## src/rtl/matrix_keypad_scanner.sv

```systemverilog
// Parametrised ROWS x COLS matrix keypad scanner.
// Scans columns on a clock-enable tick, debounces press and release, and
// optionally emits auto-repeat events while a key stays held.
// Note: reset_n is active-high despite its name (async, posedge).
module matrix_keypad_scanner #(
  parameter int ROWS         = 4,
  parameter int COLS         = 4,
  parameter int CLK_DIV      = 50,
  parameter int DEBOUNCE     = 8,
  parameter int REPEAT_DELAY = 500,
  parameter int REPEAT_RATE  = 100,
  parameter int CODE_W       = $clog2(ROWS*COLS)
) (
  input  logic              clk,
  input  logic              reset_n,
  input  logic [ROWS-1:0]   row,
  output logic [COLS-1:0]   col,
  output logic              key_valid,
  output logic [CODE_W-1:0] key_code,
  output logic              key_pressed,
  output logic              key_repeat
);

  localparam int RI_W   = $clog2(ROWS);
  localparam int CI_W   = $clog2(COLS);
  localparam int DIV_W  = $clog2(CLK_DIV);
  localparam int DCNT_W = $clog2(DEBOUNCE + 1);
  localparam int RMAX   = (REPEAT_DELAY > REPEAT_RATE) ? REPEAT_DELAY : REPEAT_RATE;
  localparam int RCNT_W = $clog2(RMAX + 1);

  localparam logic [DIV_W-1:0]  DIV_LAST = DIV_W'(CLK_DIV - 1);
  localparam logic [CI_W-1:0]   COL_LAST = CI_W'(COLS - 1);
  localparam logic [DCNT_W-1:0] DEB_CNT  = DCNT_W'(DEBOUNCE);
  localparam logic [RCNT_W-1:0] RDLY_CNT = RCNT_W'(REPEAT_DELAY);
  localparam logic [RCNT_W-1:0] RATE_CNT = RCNT_W'(REPEAT_RATE);
  localparam logic [COLS-1:0]   COL_ONE  = COLS'(1);

  typedef enum logic [1:0] {IDLE, SCAN, DEB_P, HELD} state_t;

  state_t            state, state_nx;
  logic [ROWS-1:0]   row_meta, rs;
  logic [DIV_W-1:0]  div_cnt;
  logic              tick;
  logic              any_row;
  logic [RI_W-1:0]   low_row;
  logic [CODE_W-1:0] code_calc;

  logic [CI_W-1:0]   ci, ci_nx;
  logic [RI_W-1:0]   ri, ri_nx;
  logic [DCNT_W-1:0] dcnt, dcnt_nx;
  logic [DCNT_W-1:0] relcnt, relcnt_nx;
  logic [RCNT_W-1:0] rcnt, rcnt_nx;
  logic              rep_phase, rep_phase_nx;
  logic              key_valid_nx, key_repeat_nx, key_pressed_nx;
  logic [CODE_W-1:0] key_code_nx;

  // Two-flop synchroniser for the asynchronous row pins, idling high.
  always_ff @(posedge clk or posedge reset_n) begin
    if (reset_n) begin
      row_meta <= '1;
      rs       <= '1;
    end else begin
      row_meta <= row;
      rs       <= row_meta;
    end
  end

  assign tick = (div_cnt == DIV_LAST);

  // Free-running divider producing a one-clk scan tick every CLK_DIV cycles.
  always_ff @(posedge clk or posedge reset_n) begin
    if (reset_n) begin
      div_cnt <= '0;
    end else if (tick) begin
      div_cnt <= '0;
    end else begin
      div_cnt <= div_cnt + 1'b1;
    end
  end

  assign any_row   = ~&rs;
  assign code_calc = CODE_W'(ri) * CODE_W'(COLS) + CODE_W'(ci);

  // Lowest-indexed active row wins arbitration within a column.
  always_comb begin
    low_row = '0;
    for (int i = ROWS - 1; i >= 0; i--) begin
      if (!rs[i]) low_row = RI_W'(i);
    end
  end

  // Column drive: all columns low while idle, otherwise only the selected one.
  always_comb begin
    col = '1;
    if (state == IDLE) col = '0;
    else               col = ~(COL_ONE << ci);
  end

  // Next-state and output decode; everything advances only on a scan tick.
  always_comb begin
    state_nx       = state;
    ci_nx          = ci;
    ri_nx          = ri;
    dcnt_nx        = dcnt;
    relcnt_nx      = relcnt;
    rcnt_nx        = rcnt;
    rep_phase_nx   = rep_phase;
    key_code_nx    = key_code;
    key_pressed_nx = key_pressed;
    key_valid_nx   = 1'b0;
    key_repeat_nx  = 1'b0;
    if (tick) begin
      case (state)
        IDLE: begin
          if (any_row) begin
            ci_nx    = '0;
            state_nx = SCAN;
          end
        end
        SCAN: begin
          if (any_row) begin
            ri_nx    = low_row;
            dcnt_nx  = '0;
            state_nx = DEB_P;
          end else if (ci == COL_LAST) begin
            state_nx = IDLE;
          end else begin
            ci_nx = ci + 1'b1;
          end
        end
        DEB_P: begin
          if (!rs[ri]) begin
            if (dcnt + 1'b1 == DEB_CNT) begin
              key_valid_nx   = 1'b1;
              key_code_nx    = code_calc;
              key_pressed_nx = 1'b1;
              rcnt_nx        = '0;
              rep_phase_nx   = 1'b0;
              relcnt_nx      = '0;
              state_nx       = HELD;
            end else begin
              dcnt_nx = dcnt + 1'b1;
            end
          end else begin
            state_nx = IDLE;
          end
        end
        HELD: begin
          if (rs[ri]) begin
            if (relcnt + 1'b1 == DEB_CNT) begin
              key_pressed_nx = 1'b0;
              state_nx       = IDLE;
            end else begin
              relcnt_nx = relcnt + 1'b1;
            end
          end else begin
            relcnt_nx = '0;
            if (REPEAT_DELAY > 0) begin
              if (rcnt + 1'b1 == (rep_phase ? RATE_CNT : RDLY_CNT)) begin
                key_valid_nx  = 1'b1;
                key_repeat_nx = 1'b1;
                rcnt_nx       = '0;
                rep_phase_nx  = 1'b1;
              end else begin
                rcnt_nx = rcnt + 1'b1;
              end
            end
          end
        end
        default: state_nx = IDLE;
      endcase
    end
  end

  // State register plus registered outputs, all cleared asynchronously.
  always_ff @(posedge clk or posedge reset_n) begin
    if (reset_n) begin
      state       <= IDLE;
      ci          <= '0;
      ri          <= '0;
      dcnt        <= '0;
      relcnt      <= '0;
      rcnt        <= '0;
      rep_phase   <= 1'b0;
      key_valid   <= 1'b0;
      key_repeat  <= 1'b0;
      key_code    <= '0;
      key_pressed <= 1'b0;
    end else begin
      state       <= state_nx;
      ci          <= ci_nx;
      ri          <= ri_nx;
      dcnt        <= dcnt_nx;
      relcnt      <= relcnt_nx;
      rcnt        <= rcnt_nx;
      rep_phase   <= rep_phase_nx;
      key_valid   <= key_valid_nx;
      key_repeat  <= key_repeat_nx;
      key_code    <= key_code_nx;
      key_pressed <= key_pressed_nx;
    end
  end

endmodule

```

## config.mk

```make
export PLATFORM = sky130hd
export DESIGN_NAME = matrix_keypad_scanner
export DESIGN_NICKNAME = d
export VERILOG_FILES = /design/src/rtl/matrix_keypad_scanner.sv
export SDC_FILE = /design/constraint.sdc
export NUM_CORES = 1
export LEC_CHECK = 0
export BUFFER_PORTS_ARGS = -buffer_cell sky130_fd_sc_hd__buf_4
export CORE_MARGIN = 3
export CORE_UTILIZATION = 35
export CTS_CLUSTER_DIAMETER = 50
export CTS_CLUSTER_SIZE = 40
export DETAILED_ROUTE_END_ITERATION = 16
export SLEW_MARGIN = 0
export SYNTH_ARGS = -nofsm -noshare
export SYNTH_HDL_FRONTEND = slang
export SYNTH_SLANG_ARGS = --single-unit
```

## constraint.sdc

```tcl
create_clock -name clk -period 2 [get_ports clk]
set_input_delay 0.3 -clock clk [delete_from_list [all_inputs] [get_ports clk]]
set_output_delay 0.3 -clock clk [all_outputs]
set_load 0.01 [all_outputs]
```

=== Word level (Yosys, flattened, before mapping) ===
Index checks and enable logic that the tools add are counted.

* $add $sub $neg: 6
* Multiply operators: 0
* Divide/modulo/power cells: 0
* Order comparisons: 1
* Equality and inequality tests: 22
* Shift-type cells: 1
* Mux-type cells: 53
* Bitwise logic cells: 3
* Reductions and logical operators: 14

{| class="wikitable"
|+ Operators with widths
! kind !! count
|-
| 2-to-1 mux 9 bit || 5
|-
| 2-to-1 mux 4 bit || 8
|-
| 2-to-1 mux 2 bit || 14
|-
| inequality test 2 bit (second input constant) || 11
|-
| AND reduction 5 bit || 4
|-
| one-hot mux 9 bit (2 select lines) || 1
|-
| AND reduction 6 bit || 3
|-
| 2-to-1 mux 1 bit || 16
|-
| one-hot mux 4 bit (2 select lines) || 2
|-
| adder 9 x 1 -> 9 bit (second input constant) || 1
|-
| equality test 9 bit || 1
|-
| inequality test 3 bit (second input constant) || 3
|-
| adder 4 x 1 -> 4 bit (second input constant) || 2
|-
| equality test 4 bit (second input constant) || 2
|-
| one-hot mux 2 bit (4 select lines) || 1
|-
| AND reduction 4 bit || 2
|-
| adder 6 x 1 -> 6 bit (second input constant) || 1
|-
| equality test 2 bit (second input constant) || 3
|-
| equality test 6 bit (second input constant) || 1
|-
| 2-to-1 mux 6 bit || 1
|-
| one-hot mux 1 bit (2 select lines) || 3
|-
| nonzero test 2 bit || 3
|-
| adder 4 x 2 -> 4 bit || 1
|-
| NOT 4 bit || 1
|-
| 9 further kinds || 10
|}

* Flip-flop bits (word level): 45
* Bits in latches: 0
* Memory bits (writable): 0
* ROM bits: 0
* Output and inout bits: 11
* Logic and storage cells: 114
* Memories: 0

=== Logic depth before layout (Yosys ltp) ===
Gate-level depths: netlist of the first run.

* Depth in word-level cells: 6
* Depth in mapped cells: 8
* Gate-level depth less buffers: 7

=== Least setup slack after synthesis of the first run ===
Ideal clock, no wire load.

* Path type: register -> register
* Start: register ri[0]
* End: register relcnt[0]
* Data arrival time: 1.830 ns
* Required time: 1.875 ns
* Setup slack: 0.045 ns
* Cell stages (with the launch flop): 6
* Buffers on the path: 0
* Cell sequence: dfrtp_1 mux4_2 a211o_1 a21oi_4 o31ai_2 mux2_4

* Word-level cells in the longest chain between the ends: 4

{| class="wikitable"
|+ Ends and longest elaborated chain
! item !! line !! source
|-
| start: declaration || 49 || <nowiki>logic [RI_W-1:0] ri, ri_nx;</nowiki>
|-
| start signal: assignment || 192 || <nowiki>ri <= ri_nx;</nowiki>
|-
| binary-select mux 1 bit (select 2 bit) (*) || 132, 149 ||
|-
| 2-to-1 mux 1 bit (not written as such) (*) || 132, 149 ||
|-
| inequality test 3 bit (no source line) (tied with other cells) || -- ||
|-
| AND reduction 5 bit (no source line) or one-hot mux 4 bit (2 select lines) (tied branches) || -- ||
|-
| end signal: assignment || 194 || <nowiki>relcnt <= relcnt_nx;</nowiki>
|-
| end: declaration || 51 || <nowiki>logic [DCNT_W-1:0] relcnt, relcnt_nx;</nowiki>
|}

Mark *: on every way between the ends. The rest lies on a longest branch, timed or not. The select of a mux whose other input is x is not followed.
A chain may end at the register's enable or synchronous reset.

=== Worst setup path in the final report of the first run ===
* Start: register ri[0]
* End: register rcnt[8]

* Word-level cells in the longest chain between the ends: 4

{| class="wikitable"
|+ Ends and longest elaborated chain
! item !! line !! source
|-
| binary-select mux 1 bit (select 2 bit) (*) || 132, 149 ||
|-
| 2-to-1 mux 1 bit (not written as such) (*) || 132, 149 ||
|-
| inequality test 2 bit (no source line) || -- ||
|-
| AND reduction 5 bit (no source line) (*) || -- ||
|-
| end signal: assignment || 195 || <nowiki>rcnt <= rcnt_nx;</nowiki>
|-
| end: declaration || 52 || <nowiki>logic [RCNT_W-1:0] rcnt, rcnt_nx;</nowiki>
|}

Marks and branches as above.

==> impl_metrics.csv, run 1 <==
group,metric,value,unit
run_status,status,"finished clean",
worst_hold_path,worstHoldStart,"row[0]",
worst_setup_path,ff2ff_setup_slack,0.04,ns
power,powerDensity,643.6,mW/mm²
yosys,syn_inst,228,
worst_setup_path,path_buf_inv,1,
worst_setup_path,worst_ep_arrival_time,2.20,ns
worst_hold_path,hold_end,"row_meta[0]",
worst_setup_path,crit_path_start_kind,"flop",
floorplanning,initial_core_util,0.3735,
sta,fmax,509.4,MHz
worst_setup_path,rr_startpoint,"ri[0]",
worst_setup_path,rr_worst_depth,5,
sta,skew,0.005732,ns
yosys,netlist_area,0.002290,mm²
power,finalPower,0.001814,W
yosys,ys_async_sr_fraction,1.000,
grt,grt_pass1_wl,8369,µm
power,peakVddDrop,471.6,µV
cts,clock-sinks,45,
yosys,synth_top_area_cell,"dfrtp_1",
sta,rsz0062_at_grt,"yes",
power,p_leak,1.246,nW
yosys,syn_avg_cell_area,10.04,µm²
yosys,synth_fp_nets,243,
sta,fin_crit,1.963,ns
worst_setup_path,crit_required,2.23,ns
cells_and_area,drive_above_1_share,0.2751,
sta,slew_headroom,0.6073,
floorplanning,die_w,86.88,µm
yosys,synth_cell_type_count,53,
yosys,synth.area.top_cells,"dfrtp_1 (40%), dfstp_2 (9.2%), ha_1 (4.9%)",
drt,wl,4747,µm
cts,htreeDepth,2,
yosys,synth-seq-cells,45,
power,switching_share,0.2023,
drt,drtIter0Drc,96,
drt,dr_total_vias,1801,
placement,place_hpwl,3413,µm
power,seq_power_share,0.512,
worst_setup_path,r2r-end,"rcnt[8]",
sta,period_share,0.9815,
floorplanning,dieArea,0.007548,mm²
worst_setup_path,crit_fanout,7,
placement,dp_cells,332,
cts,cts_buffer_depth,2,
cts,cts_tree,"yes",
flow_run,maxCapViolCount,0,
floorplanning,core,0.006131,mm²
grt,grtUsageTotal,0.1375,
power,switchingPower,0.0003670,W
cts,cts-root-buf,"clkbuf_8",
sta,whs,0.09642,ns
cts,numCtsBuffers,5,
sta,worstMarginPinSlew,0.5854,ns
worst_hold_path,min_path_cells,1,
worst_setup_path,critPathKind,"reg -> reg",
cells_and_area,syn_to_final_growth,23.11,%
grt,grt-ovfl-total,0,
drt,drtPass1Iterations,4,
drt,vias_per_cell,5.235,
worst_setup_path,cpMaxStageDelayCell,"mux4_2",
yosys,netlist.area_leader.share,0.4044,
worst_setup_path,cpLargestDelayFamily,"multiplexers",
yosys,synth-warning-count,0,
worst_setup_path,worstPathCellList,"mux4_2 > buf_4 > or4_1 > a2bb2oi_1 > o21ai_1",
cells_and_area,fin_cells,344,
placement,globalplace.congestion,0.7758,
floorplanning,rows,28,
drt,avgRoutedWirePerCell,13.80,µm
placement,port-buffer-count,16,
grt,grt_pass1_vias,1910,
cells_and_area,diodes,0,
yosys,ys.flop_type,"dfrtp_1",
power,combPwrFrac,0.026,
drt,drtAntennaViolNets,0,
worst_setup_path,endpoint_kind,"flop",
sta,hold_violations,0,
grt,antenna_found_initial,0,
cts,cts.clk_slew.worst_paths,0.09,ns
cts,clk_latency,0.31,ns
grt,grt_max_degree,32,
worst_setup_path,slowest_delay,0.59,ns
cells_and_area,fin_nets,283,
floorplanning,pin_count,17,
power,clkPwrFrac,0.462,
drt,drc_errors,0,
power,intPower,0.001447,W
floorplanning,die_y,86.88,µm
sta,final_max_slew_viol_count,0,
worst_hold_path,hold_class,"in -> reg",
sta,setup_viol,0,
yosys,synth_edf_count,0,
yosys,ys_seq_area_frac,0.4962,
worst_setup_path,cp_num_cells,5,
cells by family (layout without fill, tap and decap cells):
group | count (synthesis) | count (layout) | synth area share
multiplexers | 6 | 6 | 0.03552
XOR/XNOR | 5 | 5 | 0.01912
buffers and inverters | 15 | 56 | 0.03115
flip-flops | 45 | 45 | 0.4962
adder cells (fa/ha/maj) | 9 | 9 | 0.04918
AND/OR/NAND/NOR | 90 | 90 | 0.1978
AO/OA/AOI/OAI | 58 | 58 | 0.1710
through the flow:
stage | setup slack (ns) | TNS (ns) | utilization | area [µm²]
floorplan | 0.04470 | 0 | - | 2290
global placement | 0.06803 | 0 | 0.4282 | 2625
detailed placement | 0.02004 | 0 | 0.4282 | 2625
CTS | 0.005240 | 0 | 0.4535 | 2780
global route | -0.04417 | -0.1028 | 0.4598 | 2819
finish | 0.03696 | 0 | 0.4598 | 2819
state kept, by name, indices dropped and copies added, names as in the netlist:
signal       flops
state            2
row_meta         4
key_code         4
key_pressed      1
relcnt           4
div_cnt          6
key_repeat       1
rs               4
rcnt             9
rep_phase        1
dcnt             4
ri               2
ci               2
key_valid        1
what timing repair did:
item | CTS | global route
gates resized for setup | 0 | 6
setup buffers | 1 | 2
hold buffers | 1 | 0
setup endpoints to repair | 1 | 18
pin swaps | 0 | 2
endpoints found under the hold margin | 14 | 0
synthesized netlist by cell type, drive strengths merged, types with 5 or more instances:
cell type	count
nor3	11
o21ai	16
nand3b	5
inv	8
clkbuf	5
nor2	19
a21oi	16
nand2	28
dfrtp	37
a22o	5
ha	9
dfstp	8
nand3	8
power groups by stage:
stage                     logic (W)  clock network, W  registers (W)
after floorplan           0.0000229                 0       0.000945
after global placement    0.0000450                 0       0.000946
after detailed placement  0.0000456                 0       0.000946
after CTS                 0.0000489          0.000868       0.000929
after global routing      0.0000551          0.000891       0.000930
final                     0.0000479          0.000838       0.000928
cell type report:
type | count | area (µm²)
sequential | 45 | 1136
timing repair buffer | 40 | 315.3
clock inverter | 3 | 68.82
tap | 75 | 93.84
fill | 562 | 3312
clock buffer | 5 | 68.82
inverter | 8 | 30.03
multi-input combinational | 168 | 1106
placed cells by master (no fill, tap or decap), types with 4 or more instances in the layout:
master and n:
buf_4 38, nand3_1 7, ha_1 9, nor3_1 10
nand2_1 27, dfstp_2 8, a21oi_1 15, clkbuf_8 5
a22o_1 5, dfrtp_1 37, o21ai_0 13, xnor2_1 4
inv_1 7, nor2_1 19, nand3b_1 5
routing by layer:
layer,global-route usage,share of wire,up-vias
met1,0.1857,0.49,868
met5,0,0,-
li1,-,-,891
met2,0.2160,0.46,35
met4,0.04958,0.013,0
met3,0.03122,0.040,7
worst max-delay path by stage:
stage               start  slack (ns)   endpoint
CTS                 ri[0]       0.005  relcnt[0]
detailed placement  ri[0]        0.02  relcnt[0]
floorplan           ri[0]        0.04  relcnt[0]
finish              ri[0]        0.04    rcnt[8]
global placement    ri[0]        0.07  relcnt[0]
global route        ri[0]       -0.04    rcnt[8]
(Power assumes the default switching activity.)
==> run 2: changes to the inputs <==
- CORE_MARGIN: 3 -> 5
==> impl_metrics.csv, run 2 (synthesis results as in run 1) <==
group,metric,value,unit
power,powerDensity,615.5,mW/mm²
cts,cts_buffer_depth,2,
floorplanning,pin_count,17,
drt,avgRoutedWirePerCell,13.99,µm
floorplanning,die_y,90.88,µm
worst_setup_path,r2r-end,"rep_phase",
sta,hold_violations,0,
cells_and_area,drive_above_1_share,0.2672,
sta,period_share,0.9694,
cells_and_area,mostFrequentLayoutCells,"dfrtp_1 (37), buf_4 (32), nand2_1 (27)",
worst_setup_path,crit_fanout,7,
placement,globalplace.congestion,0.7926,
floorplanning,dieArea,0.008259,mm²
drt,drtIter0Drc,74,
cts,hold_buffers,0,
worst_hold_path,hold_class,"in -> reg",
cells_and_area,num-fill-cells,595,
placement,place_hpwl,3329,µm
worst_setup_path,crit_path_start_kind,"flop",
cts,clock-sinks,45,
drt,wl,4741,µm
flow_run,maxCapViolCount,0,
worst_setup_path,worst_ep_arrival_time,2.16,ns
sta,skew,0.006068,ns
drt,vias_per_cell,5.204,
drt,drtPass1Iterations,4,
drt,dr_total_vias,1764,
cells_and_area,final-seq-area,0.001136,mm²
worst_setup_path,ff2ff_setup_slack,0.06,ns
grt,grtUsageTotal,0.1161,
placement,port-buffer-count,16,
sta,setup_viol,0,
grt,grt_pass1_wl,8079,µm
power,peakVddDrop,420.2,µV
worst_setup_path,startpoint,"ri[0]",
drt,drtAntennaViolNets,0,
cts,cts-root-buf,"clkbuf_8",
cells_and_area,design_area,0.002738,mm²
sta,worstMarginPinSlew,0.5521,ns
cells_and_area,fin_nets,276,
cells_and_area,multi_input_area,0.001110,mm²
worst_setup_path,endpoint_kind,"flop",
sta,fin_crit,1.939,ns
grt,grt_max_degree,46,
power,p_leak,1.191,nW
cells_and_area,final_common_cell,"dfrtp_1",
sta,rsz0062_at_grt,"yes",
floorplanning,rows,29,
floorplanning,core,0.006350,mm²
cts,numCtsBuffers,5,
sta,fmax,515.8,MHz
placement,dp_cells,330,
grt,antenna_found_initial,0,
floorplanning,die_w,90.88,µm
worst_setup_path,critPathKind,"reg -> reg",
cts,cts.clk_slew.worst_paths,0.09,ns
floorplanning,initial_core_util,0.3606,
worst_setup_path,crit_path_end,"rep_phase",
cts,htreeDepth,2,
drt,drc_errors,0,
cells_and_area,largest_register_ffs,9,
cells_and_area,reg_top3,"rcnt: 9 flops, div_cnt: 6 flops",
cts,cts_tree,"yes",
sta,slew_headroom,0.6319,
grt,grt_pass1_vias,1720,
cts,clk_latency,0.29,ns
cells_and_area,top_register,"rcnt",
cells_and_area,syn_to_final_growth,19.56,%
sta,final_max_slew_viol_count,0,
placement,place_area,0.002585,mm²
worst_setup_path,crit_required,2.22,ns
cells_and_area,fin_cells,339,
grt,grt-ovfl-total,0,
cells_and_area,diodes,0,
worst_setup_path,rr_worst_depth,6,
run_status,status,"finished clean",
sta,whs,0.1074,ns
worst_setup_path,rr_startpoint,"ri[0]",
run 2: cell count changes in the layout (fill, tap and decap cells not counted), sizes merged:
| cell | delta |
|---|---|
| clkbuf | +1 |
| bufinv | -1 |
| clkinvlp | +1 |
| buf | -6 |
| inv | -1 |
| dlygate4sd3 | -1 |
run 2: worst min path at each step:
stage	start	to	slack, ns	cells past startpoint
2_1_floorplan	row[0]	row_meta[0]	0.30	0
3_5_place_dp	row_meta[0]	rs[0]	0.35	0
4_1_cts	row[2]	row_meta[2]	0.1	1
6_report	row[2]	row_meta[2]	0.11	1
3_3_place_gp	row_meta[0]	rs[0]	0.35	0
5_1_grt	row[2]	row_meta[2]	0.09	1
run 2: cell type report:
type / count / share of cell area
clock buffers: 6 / 0.03016
repair buffers: 33 / 0.08958
well taps: 77 / 0.03519
multi-input cells: 168 / 0.4054
flip-flops and latches: 45 / 0.4150
clock inverters: 2 / 0.01371
inverters: 8 / 0.01097
run 2: power by group:
group | switching [W] | leakage (nW) | internal, W | total [W]
registers | 0.00000509 | 0.588 | 0.000924 | 0.000929
clock network | 0.000310 | 0.0574 | 0.000406 | 0.000716
logic | 0.0000256 | 0.546 | 0.0000140 | 0.0000397
total | 0.000341 | 1.19 | 0.00134 | 0.00169
run 2: timing repair:
item,CTS,global route
gates resized for setup,0,13
hold endpoints to repair,0,0
setup buffers,0,0
setup endpoints to repair,0,12
run 2: per-layer routing:
metal | GRT usage | wire length [µm] | vias up
li1 | - | - | 882
met1 | 0.1617 | 2389 | 850
met2 | 0.1792 | 2168 | 30
met3 | 0.03000 | 164 | 2
met4 | 0.03056 | 19 | 0
met5 | 0 | 0 | -
run 2: per-stage QoR:
stage / total power [W] / TNS, ns / utilization / setup slack (ns)
floorplan: 0.0009677 / 0 / - / 0.04470
finish: 0.001685 / 0 / 0.4311 / 0.06110
global route: 0.001752 / -0.07996 / 0.4311 / -0.02905
CTS: 0.001710 / 0 / 0.4260 / 0.01474
global placement: 0.0009874 / 0 / 0.4071 / 0.05288
detailed placement: 0.0009877 / 0 / 0.4071 / 0.02637
run 2: worst max-delay path, stage by stage, from the launching register on:
cell	delay, ns
dfrtp_1	0.40
mux4_2	0.60
and3b_2	0.33
o21ai_1	0.10
buf_4	0.19
nor2_2	0.10
a2bb2oi_1	0.16
==> run 3: changes to the inputs <==
- CORE_UTILIZATION: 35 -> 31
- CTS_CLUSTER_SIZE: 40 -> unset
==> impl_metrics.csv, run 3 (synthesis results as in run 1) <==
group,metric,value,unit
floorplanning,core,0.007214,mm²
cells_and_area,final_common_cell,"dfrtp_1",
sta,fmax,513.7,MHz
sta,period_share,0.9734,
cells_and_area,multi_input_area,0.001099,mm²
sta,fin_crit,1.947,ns
drt,wl_met1,2320,µm
sta,worstMarginPinSlew,0.6838,ns
worst_setup_path,cpMaxStageDelayCell,"mux4_2",
sta,whs,0.008259,ns
cells_and_area,drive_above_1_share,0.2707,
drt,wl_met3,142,µm
cells_and_area,largest_register_ffs,9,
power,p_leak,1.217,nW
worst_setup_path,crit_required,2.19,ns
cts,clk_latency,0.30,ns
placement,place_area,0.002640,mm²
cells_and_area,diodes,0,
floorplanning,rows,31,
grt,grtUsageTotal,0.1101,
sta,hold_violations,0,
worst_hold_path,hold_class,"in -> async",
cts,cts-root-buf,"clkbuf_8",
worst_setup_path,worstPathCellList,"mux4_2 > a211o_1 > a21oi_4 > o31ai_2 > mux2_4",
cts,numCtsBuffers,5,
sta,rsz0062_at_grt,"yes",
worst_setup_path,crit_path_start_kind,"flop",
cells_and_area,reg_top3,"rcnt: 9 flops, div_cnt: 6 flops",
floorplanning,initial_core_util,0.3174,
sta,skew,0.007075,ns
worst_setup_path,crit_fanout,7,
cts,hold_buffers,0,
cells_and_area,mostFrequentLayoutCells,"dfrtp_1 (37), buf_4 (36), nand2_1 (27)",
drt,avgRoutedWirePerCell,12.70,µm
cells_and_area,design_area,0.002795,mm²
cells_and_area,syn_to_final_growth,22.08,%
placement,place_hpwl,3435,µm
cells_and_area,top_register,"rcnt",
drt,drc_errors,0,
run_status,status,"finished clean",
drt,vias_per_cell,4.885,
drt,drtIter0Drc,85,
sta,setup_tns,0,ns
grt,grt-ovfl-total,0,
worst_setup_path,critPathKind,"reg -> reg",
drt,drtAntennaViolNets,0,
grt,antenna_found_initial,0,
worst_setup_path,rr_worst_depth,5,
worst_setup_path,endpoint_kind,"flop",
worst_setup_path,startpoint,"ri[0]",
sta,setup_ws,0.05316,ns
sta,setup_viol,0,
floorplanning,dieArea,0.009204,mm²
worst_setup_path,worst_ep_arrival_time,2.14,ns
cts,cts.clk_slew.worst_paths,0.09,ns
drt,drtPass1Iterations,4,
worst_setup_path,slowest_delay,0.60,ns
placement,pre_cts_slack,0.03338,ns
placement,globalplace.congestion,0.7963,
grt,grt_pass1_vias,1707,
flow_run,maxCapViolCount,0,
grt,grt_pass1_wl,7997,µm
cts,clock-sinks,45,
cells_and_area,post-route-util,0.3874,
floorplanning,die_y,95.94,µm
cells_and_area,final-seq-area,0.001136,mm²
sta,final_max_slew_viol_count,0,
placement,port-buffer-count,16,
cells_and_area,fin_nets,280,
floorplanning,pin_count,17,
drt,dr_total_vias,1783,
worst_setup_path,rr_startpoint,"ri[0]",
drt,top_layer,"met4",
cells_and_area,num-fill-cells,743,
cts,cts_tree,"yes",
sta,slew_headroom,0.5413,
cts,cts_buffer_depth,2,
drt,wl_met2,2098,µm
power,peakVddDrop,324.3,µV
power,powerDensity,604.5,mW/mm²
cts,htreeDepth,2,
floorplanning,die_w,95.94,µm
grt,grt_max_degree,29,
drt,wl,4637,µm
[run 3: changes by cell type in the layout (fill, tap and decap cells not counted), moves of 2 or more]
cell     previous run  this run
o21ai_0             9        14
buf_4              32        36
inv_6               0         2
o21ai_1             6         2
[run 3: cell type report]
cell class              count  share of cell area
clock inverters             3             0.01701
repair buffers             37              0.1038
flip-flops and latches     45              0.4064
well taps                  99             0.04432
clock buffers               5             0.02462
multi-input cells         168              0.3930
inverters                   8             0.01074
[run 3: metal layers]
| metal | vias to the layer above | global-route usage |
|---|---|---|
| li1 | 895 | - |
| met1 | 864 | 0.1458 |
| met2 | 18 | 0.1714 |
| met3 | 6 | 0.02658 |
| met4 | 0 | 0.04621 |
| met5 | - | 0 |
[run 3: critical path, delay by kind of cell (launching register included)]
kind | cells | cell delay, ns
AOI/OAI and AO/OA | 3 | 0.59
DFF | 1 | 0.38
muxes | 2 | 0.86
[run 3: path summary, 6_finish.rpt]
kind                                     to  slack, ns
worst max-delay path              relcnt[0]       0.05
min in group clk                row_meta[1]       0.09
max in group asynchronous             rs[3]       1.41
worst min-delay path            key_code[3]      0.008
worst min register to register        rs[3]       0.36
worst max register to register    relcnt[0]       0.05
[run 3: power breakdown]
group	internal [W]	switching, W
clock	0.000381	0.000337
combinational	0.0000161	0.0000266
sequential	0.000924	0.00000486
[run 3: per-stage QoR]
| step | std cells | power [W] |
|---|---|---|
| 6_report | 365 | 0.001690 |
| 5_1_grt | 365 | 0.001748 |
| 4_1_cts | 362 | 0.001713 |
| 3_5_place_dp | 354 | 0.0009905 |
| 3_3_place_gp | 354 | 0.0009894 |
| 2_1_floorplan | 228 | 0.0009677 |
[run 3: repair_timing]
action / 4_1_cts / 5_1_grt
gates resized for setup: 0 / 5
endpoints found under the setup margin: 0 / 9
buffers inserted: 0 / 3
